### config.mk
export PLATFORM = sky130hd
export DESIGN_NAME = cfg_csh_bar_responder
export DESIGN_NICKNAME = d
export VERILOG_FILES = /design/src/rtl/cfg_csh_bar_responder_pkg.sv /design/src/rtl/cfg_csh_bar_reg.sv /design/src/rtl/cfg_csh_bar_responder.sv
export SDC_FILE = /design/constraint.sdc
export NUM_CORES = 1
export LEC_CHECK = 0
export BUFFER_PORTS_ARGS = -buffer_cell sky130_fd_sc_hd__buf_4
export CORE_AREA = 4 4 209 211
export DETAILED_ROUTE_END_ITERATION = 8
export DIE_AREA = 0 0 213 215
export HOLD_SLACK_MARGIN = 0.03
export PLACE_DENSITY = 0.59
export SLEW_MARGIN = 10
export SYNTH_ARGS = -nofsm -noshare
export SYNTH_HDL_FRONTEND = slang
export SYNTH_SLANG_ARGS = --single-unit
### constraint.sdc
create_clock -name clock -period 3.3 [get_ports clock]
set_clock_uncertainty 0.05 [all_clocks]
set_input_delay 0.66 -clock clock [delete_from_list [all_inputs] [get_ports clock]]
set_output_delay 0.66 -clock clock [all_outputs]
set_load 0.05 [all_outputs]
### src/rtl/cfg_csh_bar_responder_pkg.sv
// Shared constants for the type-0 configuration header responder:
// header byte addresses, response status codes, FSM encoding and BAR encodings.
package cfg_csh_bar_responder_pkg;

  localparam logic [11:0] CSH_CMD     = 12'h004;
  localparam logic [11:0] CSH_BAR0_LO = 12'h010;
  localparam logic [11:0] CSH_BAR0_HI = 12'h014;
  localparam logic [11:0] CSH_BAR1_LO = 12'h018;
  localparam logic [11:0] CSH_BAR1_HI = 12'h01C;
  localparam logic [11:0] CSH_BAR2_LO = 12'h020;
  localparam logic [11:0] CSH_BAR2_HI = 12'h024;
  localparam logic [11:0] CSH_SUBSYS  = 12'h02C;
  localparam logic [11:0] CSH_EXP_ROM = 12'h030;

  localparam logic [1:0] ST_OK    = 2'd0;
  localparam logic [1:0] ST_UNSUP = 2'd1;

  typedef enum logic {
    IDLE = 1'b0,
    RESP = 1'b1
  } csh_state_e;

  localparam logic [1:0]  BAR_TYPE_64 = 2'b10;
  localparam logic [63:0] BAR_UNIMPL  = 64'hFFFF_FFFF_FFFF_FFFF;

endpackage

### src/rtl/cfg_csh_bar_reg.sv
// One 64-bit memory BAR: stores the base masked by the size at write time
// and presents the low/high header dwords for reads.
module cfg_csh_bar_reg
  import cfg_csh_bar_responder_pkg::*;
(
  input  logic        clock,
  input  logic        reset,
  input  logic [63:0] size,
  input  logic        prefetchable,
  input  logic        wr_lo,
  input  logic        wr_hi,
  input  logic [3:0]  be,
  input  logic [31:0] wdata,
  output logic [63:0] base,
  output logic [31:0] rd_lo,
  output logic [31:0] rd_hi
);

  logic        unimpl;
  logic [63:0] base_nxt;

  assign unimpl = (size == BAR_UNIMPL);

  always_comb begin
    base_nxt = base;
    for (int b = 0; b < 4; b++) begin
      if (wr_lo && be[b]) base_nxt[8*b +: 8]      = wdata[8*b +: 8] & size[8*b +: 8];
      if (wr_hi && be[b]) base_nxt[32 + 8*b +: 8] = wdata[8*b +: 8] & size[32 + 8*b +: 8];
    end
    // Low nibble holds the read-only type/prefetch encoding, never a base bit.
    base_nxt[3:0] = 4'h0;
  end

  always_ff @(posedge clock) begin
    if (reset) begin
      base <= '0;
    end else if (!unimpl) begin
      base <= base_nxt;
    end
  end

  assign rd_lo = unimpl ? 32'h0 : {base[31:4], prefetchable, BAR_TYPE_64, 1'b0};
  assign rd_hi = unimpl ? 32'h0 : base[63:32];

endmodule

### src/rtl/cfg_csh_bar_responder.sv
// Config-space responder for the type-0 header subset: serves host reads/writes,
// holds BAR bases and memory-space enable for downstream MMIO decode.
module cfg_csh_bar_responder
  import cfg_csh_bar_responder_pkg::*;
#(
  parameter int unsigned           ADDR_W    = 12,
  parameter logic [ADDR_W-1:0]     HDR_LIMIT = ADDR_W'(12'h03C)
) (
  input  logic              clock,
  input  logic              reset,
  input  logic              req_valid,
  output logic              req_ready,
  input  logic              req_wr,
  input  logic [ADDR_W-1:0] req_addr,
  input  logic [3:0]        req_be,
  input  logic [31:0]       req_wdata,
  output logic              resp_valid,
  input  logic              resp_ready,
  output logic [31:0]       resp_rdata,
  output logic [1:0]        resp_status,
  input  logic [63:0]       ro_bar0_size,
  input  logic [63:0]       ro_bar1_size,
  input  logic [63:0]       ro_bar2_size,
  input  logic              ro_bar0_prefetchable,
  input  logic              ro_bar1_prefetchable,
  input  logic              ro_bar2_prefetchable,
  input  logic [15:0]       ro_subsystem_id,
  input  logic [15:0]       ro_subsystem_vendor_id,
  input  logic [31:0]       ro_expansion_rom_bar,
  output logic [63:0]       cfg_bar0,
  output logic [63:0]       cfg_bar1,
  output logic [63:0]       cfg_bar2,
  output logic              cfg_mem_space_en
);

  csh_state_e        state, state_nxt;
  logic              accept;
  logic              wr_en;
  logic              unsup;
  logic [ADDR_W-1:0] addr_dw;
  logic [2:0]        wr_lo, wr_hi;
  logic [63:0]       bar_size [3];
  logic [2:0]        bar_pf;
  logic [63:0]       bar_base [3];
  logic [31:0]       bar_rd_lo [3];
  logic [31:0]       bar_rd_hi [3];
  logic [31:0]       rdata_nxt;
  logic [31:0]       rdata_p1;
  logic [1:0]        status_p1;
  logic              mem_en;

  function automatic logic is_addr(input logic [ADDR_W-1:0] a, input logic [11:0] c);
    return a == ADDR_W'(c);
  endfunction

  assign addr_dw = req_addr & ~ADDR_W'(3);
  assign unsup   = addr_dw > HDR_LIMIT;
  assign accept  = req_valid & req_ready;
  assign wr_en   = accept & req_wr & ~unsup;

  assign wr_lo = {wr_en & is_addr(addr_dw, CSH_BAR2_LO),
                  wr_en & is_addr(addr_dw, CSH_BAR1_LO),
                  wr_en & is_addr(addr_dw, CSH_BAR0_LO)};
  assign wr_hi = {wr_en & is_addr(addr_dw, CSH_BAR2_HI),
                  wr_en & is_addr(addr_dw, CSH_BAR1_HI),
                  wr_en & is_addr(addr_dw, CSH_BAR0_HI)};

  assign bar_size[0] = ro_bar0_size;
  assign bar_size[1] = ro_bar1_size;
  assign bar_size[2] = ro_bar2_size;
  assign bar_pf      = {ro_bar2_prefetchable, ro_bar1_prefetchable, ro_bar0_prefetchable};

  for (genvar g = 0; g < 3; g++) begin : g_bar
    cfg_csh_bar_reg u_bar (
      .clock        (clock),
      .reset        (reset),
      .size         (bar_size[g]),
      .prefetchable (bar_pf[g]),
      .wr_lo        (wr_lo[g]),
      .wr_hi        (wr_hi[g]),
      .be           (req_be),
      .wdata        (req_wdata),
      .base         (bar_base[g]),
      .rd_lo        (bar_rd_lo[g]),
      .rd_hi        (bar_rd_hi[g])
    );
  end

  always_ff @(posedge clock) begin
    if (reset) begin
      state <= IDLE;
    end else begin
      state <= state_nxt;
    end
  end

  // A new request is accepted in RESP only when the held response drains the same cycle.
  always_comb begin
    state_nxt  = state;
    resp_valid = 1'b0;
    req_ready  = 1'b0;
    case (state)
      IDLE: begin
        req_ready = ~reset;
        if (req_valid && req_ready) state_nxt = RESP;
      end
      RESP: begin
        resp_valid = 1'b1;
        req_ready  = ~reset & resp_ready;
        if (resp_ready) state_nxt = req_valid ? RESP : IDLE;
      end
      default: state_nxt = IDLE;
    endcase
  end

  always_comb begin
    rdata_nxt = '0;
    if (!req_wr && !unsup) begin
      case (addr_dw)
        ADDR_W'(CSH_CMD):     rdata_nxt = {30'b0, mem_en, 1'b0};
        ADDR_W'(CSH_BAR0_LO): rdata_nxt = bar_rd_lo[0];
        ADDR_W'(CSH_BAR0_HI): rdata_nxt = bar_rd_hi[0];
        ADDR_W'(CSH_BAR1_LO): rdata_nxt = bar_rd_lo[1];
        ADDR_W'(CSH_BAR1_HI): rdata_nxt = bar_rd_hi[1];
        ADDR_W'(CSH_BAR2_LO): rdata_nxt = bar_rd_lo[2];
        ADDR_W'(CSH_BAR2_HI): rdata_nxt = bar_rd_hi[2];
        ADDR_W'(CSH_SUBSYS):  rdata_nxt = {ro_subsystem_id, ro_subsystem_vendor_id};
        ADDR_W'(CSH_EXP_ROM): rdata_nxt = ro_expansion_rom_bar;
        default:              rdata_nxt = '0;
      endcase
    end
  end

  // p1: registered response, held until consumed
  always_ff @(posedge clock) begin
    if (reset) begin
      rdata_p1  <= '0;
      status_p1 <= ST_OK;
      mem_en    <= 1'b0;
    end else begin
      if (accept) begin
        rdata_p1  <= rdata_nxt;
        status_p1 <= unsup ? ST_UNSUP : ST_OK;
      end
      if (wr_en && is_addr(addr_dw, CSH_CMD) && req_be[0]) mem_en <= req_wdata[1];
    end
  end

  assign resp_rdata       = rdata_p1;
  assign resp_status      = status_p1;
  assign cfg_bar0         = bar_base[0];
  assign cfg_bar1         = bar_base[1];
  assign cfg_bar2         = bar_base[2];
  assign cfg_mem_space_en = mem_en;

endmodule

==> results.md <==
- Status: finished, final reports clean
- Post-synthesis compound-gate area fraction: 29.07%
- CP Data Required Time: 3.62 ns
- Worst Reg-to-Reg Cells: 7
- Final Cell Area: 0.01717 mm²
- DRT antenna net count: 0
- Hold_buf cts: 0
- Port Buffers: 525
- Yosys top cell by area: dfxtp_1
- Critical-path maximum fanout: 8
- DP Cell Count: 2404
- Clock sinks: 215
- Maximum clock path buffer count: 3
- Initial antenna violation count: 2
- Area grow syn2layout: 46.74%
- Final min period: 2.740 ns
- Die height: 215 µm
- Pwr dens: 362.8 mW/mm²
- Avg WL per Cell: 32.01 µm
- Full die area: 0.04580 mm²
- Worst vdd ir: 0.0003307 V
- Cells after synthesis: 1428
- Worst setup EP type: flop
- Detailed Place HPWL: 62.18 mm
- Synth area leaders: dfxtp_1 (37%), nand4_1 (13%), a21oi_1 (8.0%)
- Unique cell type count in the Yosys netlist: 54
- Post-CTS sizing: 0
- CP Data Arrival Time: 3.06 ns
- Slew @ Worst Pin: 1.198 ns
- Multiplexer fraction of the synthesized cell area: 2.674%
- Final setup vio count: 0
- DR DRC count: 0
- Mapped Area: 0.01170 mm²
- Post-CTS Setup Bufs: 0
- Max frequency: 0.3649 GHz
- RSZ-0062 raised after global routing: no
- First-pass GRT wire length: 107.9 mm
- Nets@finish: 2205
- Slew Viols, Final: 0
- Post-synth EDFFs: 0
- Mapped Avg Cell Area: 8.192 µm²
- CTS tree: yes
- Yosys warns: 0
- Wirelength, routed: 78.43 mm
- Synth Area in XOR/XNOR: 0%
- Slew headroom: 20.10%
- Largest family of logic cells by synthesized area: compound AO/OA/AOI/OAI gates
- Hold depth: 3
- Vias in the first global route: 14770
- CP startpoint kind: input pin
- Hold Fails Final Rpt: 0
- Via density: 6.225
- Post-synth top cells: nand4_1 (245), dfxtp_1 (215), a21oi_1 (188)
- Clock latency on the worst-skew pair: 0.56 ns
- Non-filler cells, final: 2450
- Count leader, synth: nand4_1
- Synth Area in Adders: 0%
- Dpl cell area: 0.01632 mm²
- Starting Density: 28.01%
- Hold WC Path Type: input pin to flop
- Static leakage: 0.006373 µW
- Total CTS buffers: 26
- Synth Register Bits: 215
- Pin count of the biggest net entering global routing: 103
- Crit Path Class: input pin to flop
- Sequential-to-total area share from yosys stat: 36.80%
- CTS Root Cell: clkbuf_16
- Setup_tns: 0 ns
- Share of cells above drive strength 1: 35.94%
- Post-synth top area share: 36.80%
- Top FF cell, synth: dfxtp_1
- GRT overflow: 0
- Async SR Flop Fraction: 0%
- Placer Congestion: 0.9724
- Total track usage: 32.07%
- Core Region: 0.04176 mm²
- Die extent in x: 213 µm
- Simple-gate share of the synthesized area: 25.46%
- CTS clk-pin slew, worst paths: 0.06 ns
- DR pass1 iterations: 8
- H-tree lvl count: 1
- Top Ports: 541
- Vias: 15250
- Max Cap Viol: 0
- Period utilization: 83.04%
- Cell row count: 75
- Initial DRC count: 1949
## routing by layer
layer / track usage (%) / wire length [µm] / vias up
met5: 0 / 0 / -
met4: 11.27 / 3379 / 0
met3: 6.402 / 7343 / 157
met2: 52.02 / 36260 / 1010
met1: 42.39 / 31450 / 7444
li1: - / - / 6641
## critical path: stages
cell	delay, ns
buf_4	0.12
or4_4	0.58
or4_1	0.72
or4_1	0.69
o21ai_1	0.21
a21oi_1	0.08
## layout make-up
| cell class | instances | area [µm²] |
|---|---|---|
| repair buffers | 588 | 4543 |
| diodes | 2 | 5.005 |
| fillers | 4285 | 24590 |
| flip-flops and latches | 215 | 4304 |
| clock inverters | 10 | 95.09 |
| clock buffers | 34 | 740.7 |
| inverters | 5 | 18.77 |
| multi-input cells | 1057 | 6784 |
| well taps | 539 | 674.4 |
## power breakdown
group | internal [µW] | switching, µW
combinational | 291 | 453
clock | 1650 | 1240
sequential | 2600 | 1.38
total | 4540 | 1690
## cell usage in the layout (no fill, tap or decap), types with 6 or more instances in the layout
| cell type | instances |
|---|---|
| mux2i_1 | 11 |
| o31a_1 | 21 |
| a222oi_1 | 9 |
| a21oi_1 | 188 |
| nand2_1 | 29 |
| clkbuf_8 | 6 |
| nor4_1 | 14 |
| a221o_1 | 17 |
| clkbuf_16 | 26 |
| o21ai_0 | 124 |
| dfxtp_1 | 215 |
| a31oi_1 | 44 |
| nor3_1 | 8 |
| nand4_1 | 245 |
| and2_1 | 6 |
| nand3_1 | 59 |
| mux2_2 | 18 |
| a22oi_1 | 6 |
| nor4_2 | 8 |
| o32a_1 | 6 |
| conb_1 | 13 |
| and4_1 | 6 |
| buf_4 | 577 |
| o21ai_1 | 70 |
| nor4_4 | 15 |
| a21o_1 | 18 |
| or4_1 | 22 |
| a22o_1 | 43 |
| nor2_1 | 8 |
| buf_12 | 10 |
## state kept, by name (all words and copies together), names as in the netlist
signal,flops
resp_rdata,32
resp_status,1
cfg_mem_space_en,1
g_bar.u_bar.base,180
state,1
## per-stage QoR
stage	total power [µW]	hold slack, ns	worst slack (ns)	utilization [%]
floorplan	2849	0.6638	0.5239	-
global placement	3377	0.4235	0.05365	39.09
detailed placement	3381	0.4338	0.04770	39.09
CTS	6241	0.3160	0.6032	41.09
global route	6374	0.3240	0.5081	41.10
finish	6228	0.3299	0.5595	41.11
## kinds of logic after synthesis
group | after synthesis
compound gates | 564
buf+inv | 168
flops | 215
mux | 29
other cells | 1
simple gates | 451
## worst paths after layout
| kind | start | to | slack [ns] |
|---|---|---|---|
| worst min register to register | g_bar[2].u_bar.base[41] | g_bar[2].u_bar.base[41] | 0.44 |
| worst max register to register | state | resp_rdata[22] | 0.91 |
| worst max-delay path | req_addr[6] | g_bar[1].u_bar.base[44] | 0.56 |
| worst min-delay path | ro_bar0_size[63] | g_bar[0].u_bar.base[63] | 0.33 |
(Power assumes the default switching activity.)
